[config.mk]
export PLATFORM = sky130hd
export DESIGN_NAME = video_mode_sequencer_flat
export DESIGN_NICKNAME = d
export VERILOG_FILES = /design/src/rtl/video_mode_sequencer_if.sv /design/src/rtl/video_mode_sequencer.sv /design/src/flat_wrapper.sv
export SDC_FILE = /design/constraint.sdc
export NUM_CORES = 1
export LEC_CHECK = 0
export ABC_AREA = 0
export CAP_MARGIN = 10
export CELL_PAD_IN_SITES_DETAIL_PLACEMENT = 0
export CELL_PAD_IN_SITES_GLOBAL_PLACEMENT = 2
export CORE_ASPECT_RATIO = 0.6
export CORE_MARGIN = 3
export CORE_UTILIZATION = 35
export CTS_CLUSTER_DIAMETER = 150
export DETAILED_ROUTE_END_ITERATION = 10
export PLACE_DENSITY = 0.79
export SETUP_SLACK_MARGIN = 0.05
export SLEW_MARGIN = 20
export SYNTH_ARGS = -nofsm -noshare
export SYNTH_HDL_FRONTEND = slang
export SYNTH_SLANG_ARGS = --single-unit
export TNS_END_PERCENT = 100
[constraint.sdc]
create_clock -name clk -period 6.4 [get_ports clk]
set_input_delay 0.96 -clock clk [delete_from_list [all_inputs] [get_ports clk]]
set_output_delay 0.96 -clock clk [all_outputs]
set_load 0.1 [all_outputs]
[src/rtl/video_mode_sequencer_if.sv]
// Configuration bus between a host and video_mode_sequencer: shadow register
// writes, commit request, and the busy/error status returned by the sequencer.
interface video_mode_sequencer_if;
  logic        cfg_wr;
  logic [2:0]  cfg_addr;
  logic [15:0] cfg_wdata;
  logic        cfg_commit;
  logic        cfg_busy;
  logic        cfg_err;

  modport master (
    output cfg_wr, cfg_addr, cfg_wdata, cfg_commit,
    input  cfg_busy, cfg_err
  );

  modport slave (
    input  cfg_wr, cfg_addr, cfg_wdata, cfg_commit,
    output cfg_busy, cfg_err
  );
endinterface

[src/rtl/video_mode_sequencer.sv]
// Raster timing mode controller: shadow/active timing sets, frame-aligned mode
// switch and generator start/stop. Optional vsync watchdog: VMS_VSYNC_WATCHDOG_EN.
module video_mode_sequencer #(
  parameter int          RST_CYCLES  = 4,
  parameter int          WDOG_CYCLES = 2000000,
  parameter logic [15:0] D_HTOTAL    = 16'd1650,
  parameter logic [15:0] D_HACTIVE   = 16'd1280,
  parameter logic [15:0] D_HFP       = 16'd110,
  parameter logic [15:0] D_HSYNC     = 16'd40,
  parameter logic [15:0] D_VTOTAL    = 16'd750,
  parameter logic [15:0] D_VACTIVE   = 16'd720,
  parameter logic [15:0] D_VFP       = 16'd5,
  parameter logic [15:0] D_VSYNC     = 16'd5
) (
  input  logic                         clk,
  input  logic                         reset,
  input  logic                         enable,
  input  logic                         gen_vsync,
  video_mode_sequencer_if.slave        cfg,
  output logic                         mode_switched,
  output logic                         gen_reset_n,
  output logic [15:0]                  htotal,
  output logic [15:0]                  hactive,
  output logic [15:0]                  hfp,
  output logic [15:0]                  hsync_w,
  output logic [15:0]                  vtotal,
  output logic [15:0]                  vactive,
  output logic [15:0]                  vfp,
  output logic [15:0]                  vsync_w
);

  if (RST_CYCLES < 1) begin : g_bad_rst_cycles
    $error("RST_CYCLES must be at least 1");
  end
  if (WDOG_CYCLES < 1) begin : g_bad_wdog_cycles
    $error("WDOG_CYCLES must be at least 1");
  end

  localparam int HoldW = (RST_CYCLES > 1) ? $clog2(RST_CYCLES) : 1;
  localparam logic [HoldW-1:0] HoldLast = HoldW'(RST_CYCLES - 1);

  localparam logic [2:0] IdxHtotal  = 3'd0;
  localparam logic [2:0] IdxHactive = 3'd1;
  localparam logic [2:0] IdxHfp     = 3'd2;
  localparam logic [2:0] IdxHsync   = 3'd3;
  localparam logic [2:0] IdxVtotal  = 3'd4;
  localparam logic [2:0] IdxVactive = 3'd5;
  localparam logic [2:0] IdxVfp     = 3'd6;
  localparam logic [2:0] IdxVsync   = 3'd7;

  typedef enum logic [2:0] {
    IDLE,
    HOLD,
    RUN,
    PENDING,
    STOPPING
  } state_t;

  function automatic logic [15:0] default_timing(input logic [2:0] idx);
    logic [15:0] val;
    case (idx)
      IdxHtotal:  val = D_HTOTAL;
      IdxHactive: val = D_HACTIVE;
      IdxHfp:     val = D_HFP;
      IdxHsync:   val = D_HSYNC;
      IdxVtotal:  val = D_VTOTAL;
      IdxVactive: val = D_VACTIVE;
      IdxVfp:     val = D_VFP;
      default:    val = D_VSYNC;
    endcase
    return val;
  endfunction

  state_t            state;
  logic [15:0]       shadow [8];
  logic [15:0]       active [8];
  logic [HoldW-1:0]  hold_cnt;
  logic              load_pend;
  logic              vs_d;
  logic              busy_q;
  logic              err_q;
  logic              vs_rise;
  logic              waiting;
  logic              wd_fire;
  logic              frame_edge;
  logic              shadow_ok;
  logic [17:0]       h_sum;
  logic [17:0]       v_sum;

  assign vs_rise = gen_vsync & ~vs_d;
  assign waiting = (state == PENDING) || (state == STOPPING);

  // Sums are kept wide enough that no combination of 16-bit fields can wrap.
  assign h_sum = 18'(shadow[IdxHactive]) + 18'(shadow[IdxHfp]) + 18'(shadow[IdxHsync]);
  assign v_sum = 18'(shadow[IdxVactive]) + 18'(shadow[IdxVfp]) + 18'(shadow[IdxVsync]);
  assign shadow_ok = (shadow[IdxHactive] != 16'd0) && (shadow[IdxVactive] != 16'd0) &&
                     (h_sum < 18'(shadow[IdxHtotal])) && (v_sum < 18'(shadow[IdxVtotal]));

`ifdef VMS_VSYNC_WATCHDOG_EN
  logic [31:0] wd_cnt;
  assign wd_fire = waiting && (wd_cnt == 32'(WDOG_CYCLES - 1));
`else
  assign wd_fire = 1'b0;
`endif

  assign frame_edge = vs_rise | wd_fire;

  assign cfg.cfg_busy = busy_q;
  assign cfg.cfg_err  = err_q;

  assign htotal  = active[IdxHtotal];
  assign hactive = active[IdxHactive];
  assign hfp     = active[IdxHfp];
  assign hsync_w = active[IdxHsync];
  assign vtotal  = active[IdxVtotal];
  assign vactive = active[IdxVactive];
  assign vfp     = active[IdxVfp];
  assign vsync_w = active[IdxVsync];

  always_ff @(posedge clk) begin
    if (reset) begin
      state         <= IDLE;
      hold_cnt      <= '0;
      load_pend     <= 1'b0;
      vs_d          <= 1'b0;
      busy_q        <= 1'b0;
      err_q         <= 1'b0;
      mode_switched <= 1'b0;
      gen_reset_n   <= 1'b0;
      for (int i = 0; i < 8; i++) begin
        shadow[i] <= default_timing(3'(i));
        active[i] <= default_timing(3'(i));
      end
`ifdef VMS_VSYNC_WATCHDOG_EN
      wd_cnt        <= '0;
`endif
    end else begin
      vs_d          <= gen_vsync;
      mode_switched <= 1'b0;

      // The write lands after the case below has already judged the old shadow.
      if (cfg.cfg_wr) begin
        shadow[cfg.cfg_addr] <= cfg.cfg_wdata;
      end

`ifdef VMS_VSYNC_WATCHDOG_EN
      wd_cnt <= (waiting && !frame_edge) ? wd_cnt + 32'd1 : 32'd0;
      if (wd_fire) begin
        err_q <= 1'b1;
      end
`endif

      case (state)
        IDLE: begin
          gen_reset_n <= 1'b0;
          if (cfg.cfg_commit) begin
            if (shadow_ok) begin
              active        <= shadow;
              mode_switched <= 1'b1;
              err_q         <= 1'b0;
            end else begin
              err_q <= 1'b1;
            end
          end
          if (enable) begin
            state    <= HOLD;
            hold_cnt <= '0;
          end
        end

        HOLD: begin
          if (hold_cnt == HoldLast) begin
            state       <= RUN;
            gen_reset_n <= 1'b1;
          end else begin
            hold_cnt <= hold_cnt + 1'b1;
          end
        end

        RUN: begin
          gen_reset_n <= 1'b1;
          if (cfg.cfg_commit && shadow_ok) begin
            err_q     <= 1'b0;
            load_pend <= 1'b1;
            busy_q    <= 1'b1;
            state     <= enable ? PENDING : STOPPING;
          end else begin
            if (cfg.cfg_commit) begin
              err_q <= 1'b1;
            end
            if (!enable) begin
              busy_q <= 1'b1;
              state  <= STOPPING;
            end
          end
        end

        PENDING: begin
          if (frame_edge) begin
            active        <= shadow;
            mode_switched <= 1'b1;
            load_pend     <= 1'b0;
            busy_q        <= 1'b0;
            gen_reset_n   <= 1'b0;
            hold_cnt      <= '0;
            state         <= enable ? HOLD : IDLE;
          end else if (!enable) begin
            state <= STOPPING;
`ifdef VMS_VSYNC_WATCHDOG_EN
            wd_cnt <= '0;
`endif
          end
        end

        STOPPING: begin
          if (frame_edge) begin
            if (load_pend) begin
              active        <= shadow;
              mode_switched <= 1'b1;
            end
            load_pend   <= 1'b0;
            busy_q      <= 1'b0;
            gen_reset_n <= 1'b0;
            state       <= IDLE;
          end
        end

        default: begin
          state       <= IDLE;
          busy_q      <= 1'b0;
          gen_reset_n <= 1'b0;
        end
      endcase
    end
  end

endmodule

[src/flat_wrapper.sv]
// flat-port wrapper written by rule: the top's interface ports become plain ports
module video_mode_sequencer_flat 
#(
  parameter int          RST_CYCLES  = 4,
  parameter int          WDOG_CYCLES = 2000000,
  parameter logic [15:0] D_HTOTAL    = 16'd1650,
  parameter logic [15:0] D_HACTIVE   = 16'd1280,
  parameter logic [15:0] D_HFP       = 16'd110,
  parameter logic [15:0] D_HSYNC     = 16'd40,
  parameter logic [15:0] D_VTOTAL    = 16'd750,
  parameter logic [15:0] D_VACTIVE   = 16'd720,
  parameter logic [15:0] D_VFP       = 16'd5,
  parameter logic [15:0] D_VSYNC     = 16'd5
)
  (clk, reset, enable, gen_vsync, mode_switched, gen_reset_n, htotal, hactive, hfp, hsync_w, vtotal, vactive, vfp, vsync_w, cfg_cfg_wr, cfg_cfg_addr, cfg_cfg_wdata, cfg_cfg_commit, cfg_cfg_busy, cfg_cfg_err);
  video_mode_sequencer_if cfg_i ();
  input  logic clk;
  input  logic reset;
  input  logic enable;
  input  logic gen_vsync;
  output logic mode_switched;
  output logic gen_reset_n;
  output logic [15:0] htotal;
  output logic [15:0] hactive;
  output logic [15:0] hfp;
  output logic [15:0] hsync_w;
  output logic [15:0] vtotal;
  output logic [15:0] vactive;
  output logic [15:0] vfp;
  output logic [15:0] vsync_w;
  input wire logic [$bits(cfg_i.cfg_wr)-1:0] cfg_cfg_wr;
  input wire logic [$bits(cfg_i.cfg_addr)-1:0] cfg_cfg_addr;
  input wire logic [$bits(cfg_i.cfg_wdata)-1:0] cfg_cfg_wdata;
  input wire logic [$bits(cfg_i.cfg_commit)-1:0] cfg_cfg_commit;
  output wire logic [$bits(cfg_i.cfg_busy)-1:0] cfg_cfg_busy;
  output wire logic [$bits(cfg_i.cfg_err)-1:0] cfg_cfg_err;
  assign cfg_i.cfg_wr = cfg_cfg_wr;
  assign cfg_i.cfg_addr = cfg_cfg_addr;
  assign cfg_i.cfg_wdata = cfg_cfg_wdata;
  assign cfg_i.cfg_commit = cfg_cfg_commit;
  assign cfg_cfg_busy = cfg_i.cfg_busy;
  assign cfg_cfg_err = cfg_i.cfg_err;
  video_mode_sequencer #(.RST_CYCLES(RST_CYCLES), .WDOG_CYCLES(WDOG_CYCLES), .D_HTOTAL(D_HTOTAL), .D_HACTIVE(D_HACTIVE), .D_HFP(D_HFP), .D_HSYNC(D_HSYNC), .D_VTOTAL(D_VTOTAL), .D_VACTIVE(D_VACTIVE), .D_VFP(D_VFP), .D_VSYNC(D_VSYNC)) u_core (.clk(clk), .reset(reset), .enable(enable), .gen_vsync(gen_vsync), .cfg(cfg_i), .mode_switched(mode_switched), .gen_reset_n(gen_reset_n), .htotal(htotal), .hactive(hactive), .hfp(hfp), .hsync_w(hsync_w), .vtotal(vtotal), .vactive(vactive), .vfp(vfp), .vsync_w(vsync_w));
endmodule
; After elaboration in Yosys (flattened, before gate mapping)
; Index checks and enable logic that the tools add are counted.
; W data, S select, Z words.
[word_totals]
register_bits = 267
latchBits = 0
ramBits = 0
mem_bits_ro = 0
inputBits = 25
out_inout_bits = 132
elab_cells = 116
mem_count = 0
[classes]
addsub = 5
n_mul = 0
n_div = 0
n_lt_le_gt_ge = 4
n_eq_ne = 17
n_shift = 0
n_mux = 41
bitwise_logic = 4
reduce_logical = 21
[ops]
columns = cell, n
row1 = $mux W128, 5
row2 = $pmux W128 S3, 1
row3 = $bwmux W128, 1
row4 = $demux W16 S3, 1
row5 = $add A18 B16 Y18, 2
row6 = $lt A18 B16 Y1, 2
row7 = $add A16 B16 Y17, 2
row8 = $reduce_bool A16 Y1, 2
row9 = $mux W3, 7
row10 = $mux W16, 1
row11 = $mux W1, 15
row12 = $pmux W3 S5, 1
row13 = $ne A2 B1 Y1 const B, 7
row14 = $reduce_and A3 Y1, 4
row15 = $pmux W1 S3, 3
row16 = $eq A3 B2 Y1 const B, 2
row17 = $mux W2, 3
row18 = $ne A2 B2 Y1 const B, 3
row19 = $ne A3 B2 Y1 const B, 2
row20 = $pmux W2 S3, 1
row21 = $reduce_and A6 Y1, 1
row22 = $reduce_bool A3 Y1, 2
row23 = $logic_and A1 B1 Y1, 5
row24 = $ge A4 B4 Y1 const B, 1
row25 = other kinds (14), 18

; Logic depth before layout (Yosys ltp)
; Gate-level depths: netlist of run 1.
[depth]
word_depth = 8
depth_mapped = 31
ltp_nobuf = 28

; Worst setup path after synthesis of run 1
; No wires, ideal clock.
[synth_path]
path_type = register to register
startpoint = reg u_core.shadow[80] (netlist name)
endpoint = reg u_core.active, in the netlist u_core.hactive[10]
setup_time_ns = 0.072
arrival_time_ns = 5.108
required_time_ns = 6.328
setup_slack_ns = 1.220
path_stages_with_launch = 29
n_path_buf = 3
synth_period_minus_slack_ns = 5.180
cell_sequence = dfxtp_1 -> ha_1 -> inv_1 -> fa_1 -> nor2b_1 -> o31a_1 -> o41a_1 -> o31a_1 -> o21a_1 -> nor2_1 -> xnor2_1 -> ha_1 -> a21o_1 -> a21o_1 -> a41o_1 -> a21oi_1 -> xnor2_1 -> ha_1 -> a22oi_1 -> nand4_1 -> a21oi_1 -> o21ai_0 -> a311o_1 -> nor2_1 -> a31o_1 -> buf_6 -> buf_12 -> buf_12 -> mux2i_1
[synth_between]
elab_chain_cells = 7
[synth_lines]
columns = item, line
row1 = from (decl), video_mode_sequencer.sv:75  ; logic [15:0] shadow [8];
row2 = "from (signal, indexed assignment)", video_mode_sequencer.sv:131  ; shadow[i] <= default_timing(3'(i));
row3 = "from (signal, indexed assignment)", video_mode_sequencer.sv:143  ; shadow[cfg.cfg_addr] <= cfg.cfg_wdata;
row4 = $add A16 B16 Y17, video_mode_sequencer.sv:94  ; assign h_sum = 18'(shadow[IdxHactive]) + 18'(shadow[IdxHfp]) + 18'(shadow[IdxHsync]);
row5 = $add A18 B16 Y18, video_mode_sequencer.sv:94
row6 = $lt A18 B16 Y1, video_mode_sequencer.sv:97  ; (h_sum < 18'(shadow[IdxHtotal])) && (v_sum < 18'(shadow[IdxVtotal]));
row7 = $logic_and A1 B1 Y1, video_mode_sequencer.sv:96  ; assign shadow_ok = (shadow[IdxHactive] != 16'd0) && (shadow[IdxVactive] != 16'd0) &&
row8 = $logic_and A1 B1 Y1, video_mode_sequencer.sv:97
row9 = $ne A2 B1 Y1 (no line), n/a
row10 = $reduce_and A6 Y1 (no line), n/a
row11 = "to (signal, indexed assignment)", video_mode_sequencer.sv:132  ; active[i] <= default_timing(3'(i));
row12 = to (signal assigned), video_mode_sequencer.sv:158  ; active <= shadow;
row13 = to (signal assigned), video_mode_sequencer.sv:200  ; active <= shadow;
row14 = to (decl), video_mode_sequencer.sv:76  ; logic [15:0] active [8];
; No other way between the ends.
; A chain may end at the register's enable or synchronous reset.

; Worst setup path after layout of run 1
[layout_path]
startpoint = reg u_core.shadow[96] (netlist name)
endpoint = reg u_core.active, in the netlist u_core.hsync_w[7]
[layout_between]
elab_chain_cells = 7
word_cells_on_any_way = 9
cone_classes = add/sub (2) / order compare (1) / eq/ne (1) / reduce/logical (5)
[layout_lines]
columns = item, line
row1 = $add A16 B16 Y17, video_mode_sequencer.sv:94
row2 = $add A18 B16 Y18, video_mode_sequencer.sv:94
row3 = $lt A18 B16 Y1, video_mode_sequencer.sv:97
row4 = $logic_and A1 B1 Y1 *, video_mode_sequencer.sv:96
row5 = $logic_and A1 B1 Y1 *, video_mode_sequencer.sv:97
row6 = $ne A2 B1 Y1 (no line) *, n/a
row7 = $reduce_and A6 Y1 (no line) *, n/a
; Every way passes the cells marked *; elsewhere a longest branch is shown, timed or not.

==> results.md, run 1 <==
- Outcome: finished clean
- Crit path largest cell delay: around 520 ps
- FMAX: roughly 0.17 GHz
- GRT Overall Usage: 0.214
- Fin Hold WS: roughly 470 ps
- Die Width: between 200 and 300 um
- WL/cell: 20.4 um
- Tmin final: ~6000 ps
- Fin. Hold Viols: 0
- Final net count: ~1900
- First-pass GRT wire length: around 71000 um
- DR DRC count: 0
- DP Area: roughly 16000 sq um
- Critical path launch point type: flip-flop
- Clk_skew: ~11 ps
- Slowest-stage cell, CP: o41a_1
- Number of flops mapped to enable cells by yosys: 0
- # placed instances: 2296
- Worst-path clk slew: roughly 70 ps
- Synth area leaders: dfxtp_1, nand2b_1, mux2i_1
- Yosys top cell by area: dfxtp_1
- Number of buffers created by CTS: 28
- Synth Instances: 1692
- Largest net degree at the start of global routing: ~160
- DRT Pass-1 Iters: 5
- Vias in the first global route: about 11000
- Routed wire length: about 48000 um
- Initial antenna violation count: 1
- Setup WS pre-CTS: 301 ps
- Gr ovfl total: 0
- Routability cong.: between 0.8 and 0.9
- CTS tree: built
- Ys async rst share: 0
- DIE AREA: ~44000 sq um
- Post-synth cell types: 67
- CP Capture Type: flip-flop
- Area share of the largest cell type after synthesis: 0.372
- Slew Limit Headroom: 0.252
- Post-synth top cells: dfxtp_1, nand2_1, nand2b_1, a21oi_1, mux2i_1
- RSZ-0062 raised after global routing: no
- Post-route insts no fill: 2356
- IO Pins: approximately 160
- Final ANT Viol Nets: 0
- Leak: ~6.6 nW
- HPWL after DPL: 34800 um
- TritonCTS Sinks: approximately 270
- Final Cell Area: roughly 17000 sq um
- Final core occ: 0.437
- Clock Tree Buf Depth: 3
- Clock insertion delay at the later pin of the skew report: between 500 and 600 ps
- Worst Path Arrival: 6500 ps
- Maximum vdd drop: 0.000181 V
- Design Power: ~4.2 mW
- Worst hold path class: flip-flop to flip-flop
- Avg Vias per Cell: approximately 5.2
- Mapped Area: between 10000 and 15000 sq um
- Area growth, synth to finish: 21.0%
- Worst Path Max Fanout: 29
- Syn avg cell area: between 8 and 9 sq um
- Starting density of the core: 0.362
- Max capacitance violation total: 0
- CTS root buf: clkbuf_16
- Setup ws final: around 390 ps
- Crit Path Class: flip-flop to flip-flop
- Core ar.: between 30000 and 40000 sq um
- Die height: 163 um
- Max-slew violation count: 0
- DR iter-0 viols: 1129
- # setup viols final: 0
- Reg2reg setup slack: just under 400 ps
- Worst Max-Slew Pin Slew: 1120 ps
- TNS Setup: 0 ps
- Yosys reg bits: around 270
- Sequential share of the synthesized area: 0.372
- Share of cells above drive strength 1: 0.0546
- YS warnings: 0
- Final period util: 0.940
- Htree depth: 1
- Dominant cell by count in the synthesized netlist: dfxtp_1
- Power Density: 240 nW/um^2
- CP Data Required Time: between 6000 and 7000 ps
- Cell Rows: 56
- Syn nets: about 1800
- Primary FF master, synth: dfxtp_1
- Detailed-route via count: approximately 12000
- Crit-path most repeated cell: ha_1
- PortBufs: about 160
==> worst paths after layout <==
kind                                                  endpoint                           start  cells after the start
worst max register to register  u_core.hsync_w[7]$_SDFFE_PP0P_  u_core.shadow[96]$_SDFFE_PP0P_                     27
worst min register to register   u_core.load_pend$_SDFFE_PP0P_   u_core.load_pend$_SDFFE_PP0P_                      2
worst min-delay path             u_core.load_pend$_SDFFE_PP0P_   u_core.load_pend$_SDFFE_PP0P_                      2
worst max-delay path            u_core.hsync_w[7]$_SDFFE_PP0P_  u_core.shadow[96]$_SDFFE_PP0P_                     27
==> critical path: cells and delay by family, from the launching register on <==
kind,cells,cell delay [ps]
flops,1,360
buf+inv,3,400
compound gates,13,3170
mux,1,250
fa+ha+maj,4,990
xor+xnor,2,280
simple gates,4,450
==> per-layer routing <==
metal	track usage	up-vias	wire length (um)
met5	0	-	0
met1	0.354	5832	26000
met4	0.0354	0	744
met3	0.0444	45	3560
met2	0.276	372	17700
li1	-	5976	-
==> state kept, by name, summed over array words and instances (netlist names), 2 cells and up <==
name / cells
u_core.hactive: 16
u_core.hfp: 16
u_core.hold_cnt: 2
u_core.hsync_w: 16
u_core.htotal: 16
u_core.shadow: 128
u_core.state: 3
u_core.vactive: 16
u_core.vfp: 16
u_core.vsync_w: 16
u_core.vtotal: 16
==> where the power goes <==
part / leakage, nW / internal (mW) / switching, mW / total (mW)
sequential: 2.16 / 1.69 / 0.0358 / 1.73
combinational: 3.93 / 0.286 / 0.442 / 0.728
clock: 0.475 / 0.993 / 0.728 / 1.72
total: 6.56 / 2.97 / 1.21 / 4.18
==> cells in the final DEF, fill, tap and decap left out, types with 5 or more instances in the layout <==
master and instances:
dfxtp_1 266, nand2_1 248, nand2b_1 207, a21oi_1 161
clkdlybuf4s50_1 155, mux2i_1 129, nor2_1 123, ha_1 98
inv_1 63, xnor2_1 36, clkbuf_16 31, o21ai_0 29
buf_4 22, nor2b_1 20, nand3_1 19, nand3b_1 18
a21o_1 15, a211o_1 15, nor4_1 14, nand4_1 11
clkbuf_8 11, o21a_1 10, nor3_1 9, xor2_1 9
o211ai_1 8, a211oi_1 6, o31a_1 5
==> cells by family after synthesis <==
group | synth area share
AOI/OAI and AO/OA | 0.128
xor gates and xnor gates | 0.0274
adders and majority gates | 0.0908
buffers and inverters | 0.0573
DFF | 0.372
muxes | 0.0897
and+or+nand+nor | 0.235
==> layout make-up <==
| cell class | instances | area, sq um |
|---|---|---|
| Antenna cell | 1 | 2.50 |
| Clock buffer | 43 | 888 |
| Clock inverter | 8 | 73.8 |
| Fill cell | 3940 | 22400 |
| Inverter | 63 | 236 |
| Multi-Input combinational cell | 1266 | 8290 |
| Sequential cell | 267 | 5350 |
| Tap cell | 522 | 653 |
| Timing Repair Buffer | 186 | 1920 |
==> what timing repair did <==
item | in CTS | in global routing
hold buffers | 0 | 0
setup buffers | 0 | 6
endpoints found under the setup margin | 0 | 130
gates resized for setup | 0 | 14
Power figures use the tool's default switching activity.
==> run 2, diff against run 1 <==
Settings changed: PLACE_DENSITY 0.79 to 0.93, RECOVER_POWER set to 25.
==> run 2 against run 1 <==
- the flow now finishes with violations (max-capacitance violations, max-slew violations)
- count of clock-buffer cells in the layout decreased by 3
- flip-flop and latch count unchanged
- maximum frequency decreased by 0.42%
- worst hold slack got worse by 0.68 ps
- routed wire length decreased by 4.3%
- final cell count increased by 0.21%
- critical path depth decreased by 2
- setup slack got worse by 25 ps
- die area unchanged
- clock power about the same
- via count about the same
- critical path type unchanged
- largest power group is now clock
- highest routed layer is now met5
==> results.md, run 2 (same netlist as run 1, synthesis figures left out) <==
- Most frequent cells in the layout: dfxtp_1, nand2_1, nand2b_1
- Cell Rows: between 50 and 60
- First-pass GRT wire length: 69000 um
- Routed wire length: approximately 46000 um
- # placed instances: about 2300
- R2r endpoint: u_core.mode_switched$_SDFF_PP0_
- Slowest-stage cell, CP: dfxtp_1
- Reg2reg setup slack: approximately 360 ps
- Worst path bufs/invs: 2
- Worst Path Max Fanout: 16
- Clock insertion delay at the later pin of the skew report: roughly 580 ps
- Final net count: 1942
- CP Capture Type: flip-flop
- Reg2reg path depth: 25
- DP Area: approximately 16000 sq um
- DR iter-0 viols: about 1100
- WL/cell: around 20 um
- CP Data Required Time: roughly 6600 ps
- Routability cong.: between 0.8 and 0.9
- Max reg flops: 128
- Crit path depth: 25
- Max capacitance violation total: 1
- Internal power: between 3 and 4 mW
- Fin. Hold Viols: 0
- Gr ovfl total: 0
- Critical path launch point type: flip-flop
- Share of cells above drive strength 1: 0.0511
- Slew Limit Headroom: -2.39
- # fillers: 3925
- Max-slew violation count: about 140
- DIE AREA: roughly 44000 sq um
- Worst Max-Slew Pin Slew: a little over 5000 ps
- Clk_skew: just under 40 ps
- Clock Tree Buf Depth: 3
- Setup ws final: roughly 360 ps
- DR DRC count: 0
- DRT Pass-1 Iters: 5
- Fin Hold WS: between 400 and 500 ps
- Number of buffers created by CTS: 29
- Avg Vias per Cell: between 5 and 6
- Core ar.: 39800 sq um
- Worst-path clk slew: around 70 ps
- Crit Path Class: flip-flop to flip-flop
- Biggest register: u_core.shadow
- Starting density of the core: 0.362
- Worst hold start: u_core.vfp[14]$_SDFFE_PP0P_
- Final period util: 0.944
- Post-CTS Hold Fix Bufs: 0
- Net switching power: ~1.2 mW
- Failing checks: max-capacitance violations, max-slew violations
- Setup WS pre-CTS: ~400 ps
- Post-route insts no fill: between 2000 and 2500
- TNS Setup: 0 ps
- Worst hold path class: flip-flop to flip-flop
- Final Cell Area: between 15000 and 20000 sq um
- Htree depth: 1
- Tmin final: approximately 6000 ps
- Area growth, synth to finish: 20.7%
- Die Width: around 270 um
- CTS root buf: clkbuf_16
- CP delay by family, top: compound AO/OA/AOI/OAI gates
- Worst Path Arrival: 6260 ps
- Switching share of total power: 0.283
- Sequential power share: 0.413
- FMAX: about 0.17 GHz
- Crit path largest cell delay: between 400 and 500 ps
- Reg2reg start: u_core.shadow[98]$_SDFFE_PP0P_
- Die height: between 150 and 200 um
- Initial antenna violation count: 2
- Final ANT Viol Nets: 0
- HPWL after DPL: around 34000 um
- Clock Power Share: 0.415
- Commonest non-fill, non-tap cell in the layout: dfxtp_1
- Hold Path Depth: 2
- TritonCTS Sinks: 267
- Power Density: 241 nW/um^2
- Largest net degree at the start of global routing: ~170
- WHS Endpoint: u_core.vfp[14]$_SDFFE_PP0P_
- Leak: roughly 6.5 nW
- CTS tree: built
- Outcome: complete, but fails checks
- GRT Overall Usage: 0.206
- PortBufs: ~160
- Vias in the first global route: between 10000 and 15000
- Maximum vdd drop: ~0.00015 V
- Detailed-route via count: about 12000
- # setup viols final: 0
- IO Pins: approximately 160
- Crit-path most repeated cell: ha_1
- Combinational share of power: 0.172
==> run 2: cell count changes in the layout (fill, tap and decap cells not counted), sizes merged <==
cell / change
buf: +3
bufinv: +2
clkbuf: -4
clkinv: +1
clkinvlp: +3
==> run 2: stage by stage <==
step / utilization / total power, mW
floorplan: - / 2.31
global placement: 0.409 / 2.45
detailed placement: 0.409 / 2.45
CTS: 0.434 / 4.20
global route: 0.436 / 4.34
finish: 0.436 / 4.19
==> run 2: worst max path at each step <==
stage / slack [ps] / start / end
after floorplan: 1220 / u_core.shadow[80]$_SDFFE_PP0P_ / u_core.hactive[10]$_SDFFE_PP1P_
after global placement: 620 / u_core.shadow[33]$_SDFFE_PP0P_ / u_core.vtotal[13]$_SDFFE_PP0P_
after detailed placement: 410 / u_core.shadow[33]$_SDFFE_PP0P_ / u_core.vtotal[6]$_SDFFE_PP1P_
after CTS: 310 / u_core.shadow[33]$_SDFFE_PP0P_ / u_core.htotal[3]$_SDFFE_PP0P_
after global routing: -1 / u_core.shadow[80]$_SDFFE_PP0P_ / u_core.mode_switched$_SDFF_PP0_
final: 360 / u_core.shadow[98]$_SDFFE_PP0P_ / u_core.mode_switched$_SDFF_PP0_
==> run 2: power groups by stage <==
stage	Combinational, mW	Sequential, mW	Clock, mW
6_report	0.720	1.73	1.74
5_1_grt	0.777	1.73	1.84
4_1_cts	0.692	1.73	1.78
3_5_place_dp	0.689	1.77	0
3_3_place_gp	0.681	1.76	0
2_1_floorplan	0.479	1.83	0
==> run 2: layer usage <==
metal	share of wire	global-route usage	up-vias
met3	0.091	0.0605	55
met2	0.38	0.277	371
li1	-	-	5999
met5	0.00026	0	-
met4	0.017	0.0366	2
met1	0.51	0.319	5789
==> run 2: timing repair <==
item / in CTS / in global routing
hold endpoints to repair: 0 / 0
setup buffers: 0 / 9
resized for setup: 0 / 7
endpoints found under the setup margin: 0 / 124
==> run 2: layout make-up <==
class                           count  area [sq um]  area share
Multi-Input combinational cell   1266          8260       0.476
Sequential cell                   267          5350       0.308
Timing Repair Buffer              188          1890       0.109
Clock buffer                       40           817      0.0471
Tap cell                          522           653      0.0376
Inverter                           63           236      0.0136
Clock inverter                     14           165     0.00951
Antenna cell                        1          2.50    0.000144
==> run 2: worst min-delay path, delay by kind of cell, from the launching register on <==
kind / cells / cell delay [ps]
muxes: 1 / 50
DFF: 1 / 310
and+or+nand+nor: 1 / 60
==> run 3, diff against run 2 <==
Settings changed: CORE_ASPECT_RATIO 0.6 to 0.7.
==> run 3 against run 2 <==
- the flow still finishes with violations (max-capacitance violations, max-slew violations)
- die area hardly changed
- global-route usage is 0.18 points lower
- critical path depth is 3 higher
- sequential power hardly changed
- power is 0.56% higher
- via count is 0.99% lower
- core utilization is 0.48 points lower
- worst hold slack hardly changed
- register-to-register slack better by 150 ps
- non-clock buffer count is 6 lower
- combinational power is 1% lower
- largest power group unchanged
==> results.md, run 3 (same netlist as run 1, synthesis figures left out) <==
- Worst Path Max Fanout: 17
- Fin. Hold Viols: 0
- # setup viols final: 0
- CTS tree: built
- Clock Tree Buf Depth: 3
- Final ANT Viol Nets: 0
- Avg Vias per Cell: approximately 5.1
- Crit path largest cell delay: a little over 400 ps
- Slew Limit Headroom: -1.05
- CTS root buf: clkbuf_16
- Post-route insts no fill: 2366
- Cell Rows: 61
- Final net count: 1936
- Gr ovfl total: 0
- Worst Max-Slew Pin Slew: 3080 ps
- Routability cong.: between 0.8 and 0.9
- Maximum vdd drop: between 0.0002 and 0.00025 V
- CP Capture Type: flip-flop
- Tmin final: 5880 ps
- Most frequent cells in the layout: dfxtp_1, nand2_1, nand2b_1
- Detailed-route via count: approximately 12000
- Outcome: complete, but fails checks
- GRT Overall Usage: 0.204
- Die Width: 248 um
- DRT Pass-1 Iters: 5
- Max capacitance violation total: 2
- TNS Setup: 0 ps
- Area growth, synth to finish: 20.4%
- FMAX: ~0.17 GHz
- Setup WS pre-CTS: between 200 and 250 ps
- Number of buffers created by CTS: 29
- HPWL after DPL: approximately 33000 um
- Commonest non-fill, non-tap cell in the layout: dfxtp_1
- Vias in the first global route: 11400
- Final period util: 0.919
- Share of cells above drive strength 1: 0.0454
- Max reg flops: around 130
- Setup ws final: approximately 520 ps
- Slowest-stage cell, CP: dfxtp_1
- TritonCTS Sinks: ~270
- PortBufs: about 160
- Worst-path clk slew: around 60 ps
- Initial antenna violation count: 2
- Power Density: ~240 nW/um^2
- # placed instances: 2307
- Die height: between 150 and 200 um
- Routed wire length: between 40000 and 50000 um
- Htree depth: 1
- DR iter-0 viols: ~1200
- Largest net degree at the start of global routing: 157
- Clk_skew: ~11 ps
- IO Pins: 157
- Worst Path Arrival: approximately 6400 ps
- Failing checks: max-capacitance violations, max-slew violations
- Worst hold path class: flip-flop to flip-flop
- Max-slew violation count: roughly 110
- Starting density of the core: 0.358
- DIE AREA: roughly 44000 sq um
- Clock insertion delay at the later pin of the skew report: between 500 and 600 ps
- First-pass GRT wire length: 68600 um
- WL/cell: ~19 um
- Core ar.: 40100 sq um
- Critical path launch point type: flip-flop
- Crit Path Class: flip-flop to flip-flop
- RSZ-0062 raised after global routing: no
- Biggest register: u_core.shadow
- CP Data Required Time: roughly 7000 ps
- Crit-path most repeated cell: a21oi_1
- DR DRC count: 0
- Leak: 6.51 nW
## run 3: changes by cell type in the layout (fill, tap and decap cells not counted), sizes merged, moves of 3 or more
| cell | before | now |
|---|---|---|
| buf | 32 | 23 |
| clkdlybuf4s50 | 155 | 151 |
| clkinv | 5 | 9 |
| clkinvlp | 5 | 2 |
| dlygate4sd3 | 0 | 4 |
## run 3: area by class of cell
type,instances,area (sq um)
sequential,267,5350
multi-input combinational,1266,8250
clock inverter,16,218
tap,535,669
timing repair buffer,182,1830
fill,4054,22800
inverter,63,236
clock buffer,35,768
antenna,2,5.00
## run 3: power breakdown
part           internal, mW  leakage (nW)  switching [mW]  total (mW)
logic                 0.281          3.87           0.429       0.710
registers              1.69          2.16          0.0346        1.73
clock network          1.05         0.483           0.716        1.77
## run 3: per-stage QoR
| step | power, mW | hold WS (ps) | util | instance area [sq um] |
|---|---|---|---|---|
| 2_1_floorplan | 2.31 | 447 | - | 14400 |
| 4_1_cts | 4.23 | 475 | 0.429 | 17200 |
| 3_3_place_gp | 2.44 | 460 | 0.405 | 16200 |
| 3_5_place_dp | 2.45 | 461 | 0.405 | 16200 |
| 6_report | 4.21 | 471 | 0.431 | 17300 |
| 5_1_grt | 4.37 | 492 | 0.431 | 17300 |
## run 3: final timing paths
path              slack (ps)                           start                       endpoint  depth (start not counted)
setup / recovery         520  u_core.shadow[97]$_SDFFE_PP0P_  u_core.vtotal[0]$_SDFFE_PP0P_                         28
hold / removal           470     u_core.hfp[11]$_SDFFE_PP0P_    u_core.hfp[11]$_SDFFE_PP0P_                          2
setup reg to reg         520  u_core.shadow[97]$_SDFFE_PP0P_  u_core.vtotal[0]$_SDFFE_PP0P_                         28
hold reg to reg          470     u_core.hfp[11]$_SDFFE_PP0P_    u_core.hfp[11]$_SDFFE_PP0P_                          2
## run 3: repair_timing
item,in CTS,in global routing
resized for setup,0,8
hold buffers,0,0
setup buffers,0,5
setup endpoints to repair,0,130
## run 3: per-layer routing
metal,GRT usage,up-vias,routed length (um)
li1,-,5994,-
met1,0.323,5687,23500
met5,0,-,0
met3,0.0410,50,3360
met4,0.0348,0,729
met2,0.282,364,17900
## run 3: critical path, delay by kind of cell, from the launching register on
kind / cells / cell delay, ps
DFF: 1 / 410
adders and majority gates: 3 / 860
buffers and inverters: 2 / 410
xor gates and xnor gates: 2 / 330
and+or+nand+nor: 4 / 560
AOI/OAI and AO/OA: 16 / 3040
muxes: 1 / 210
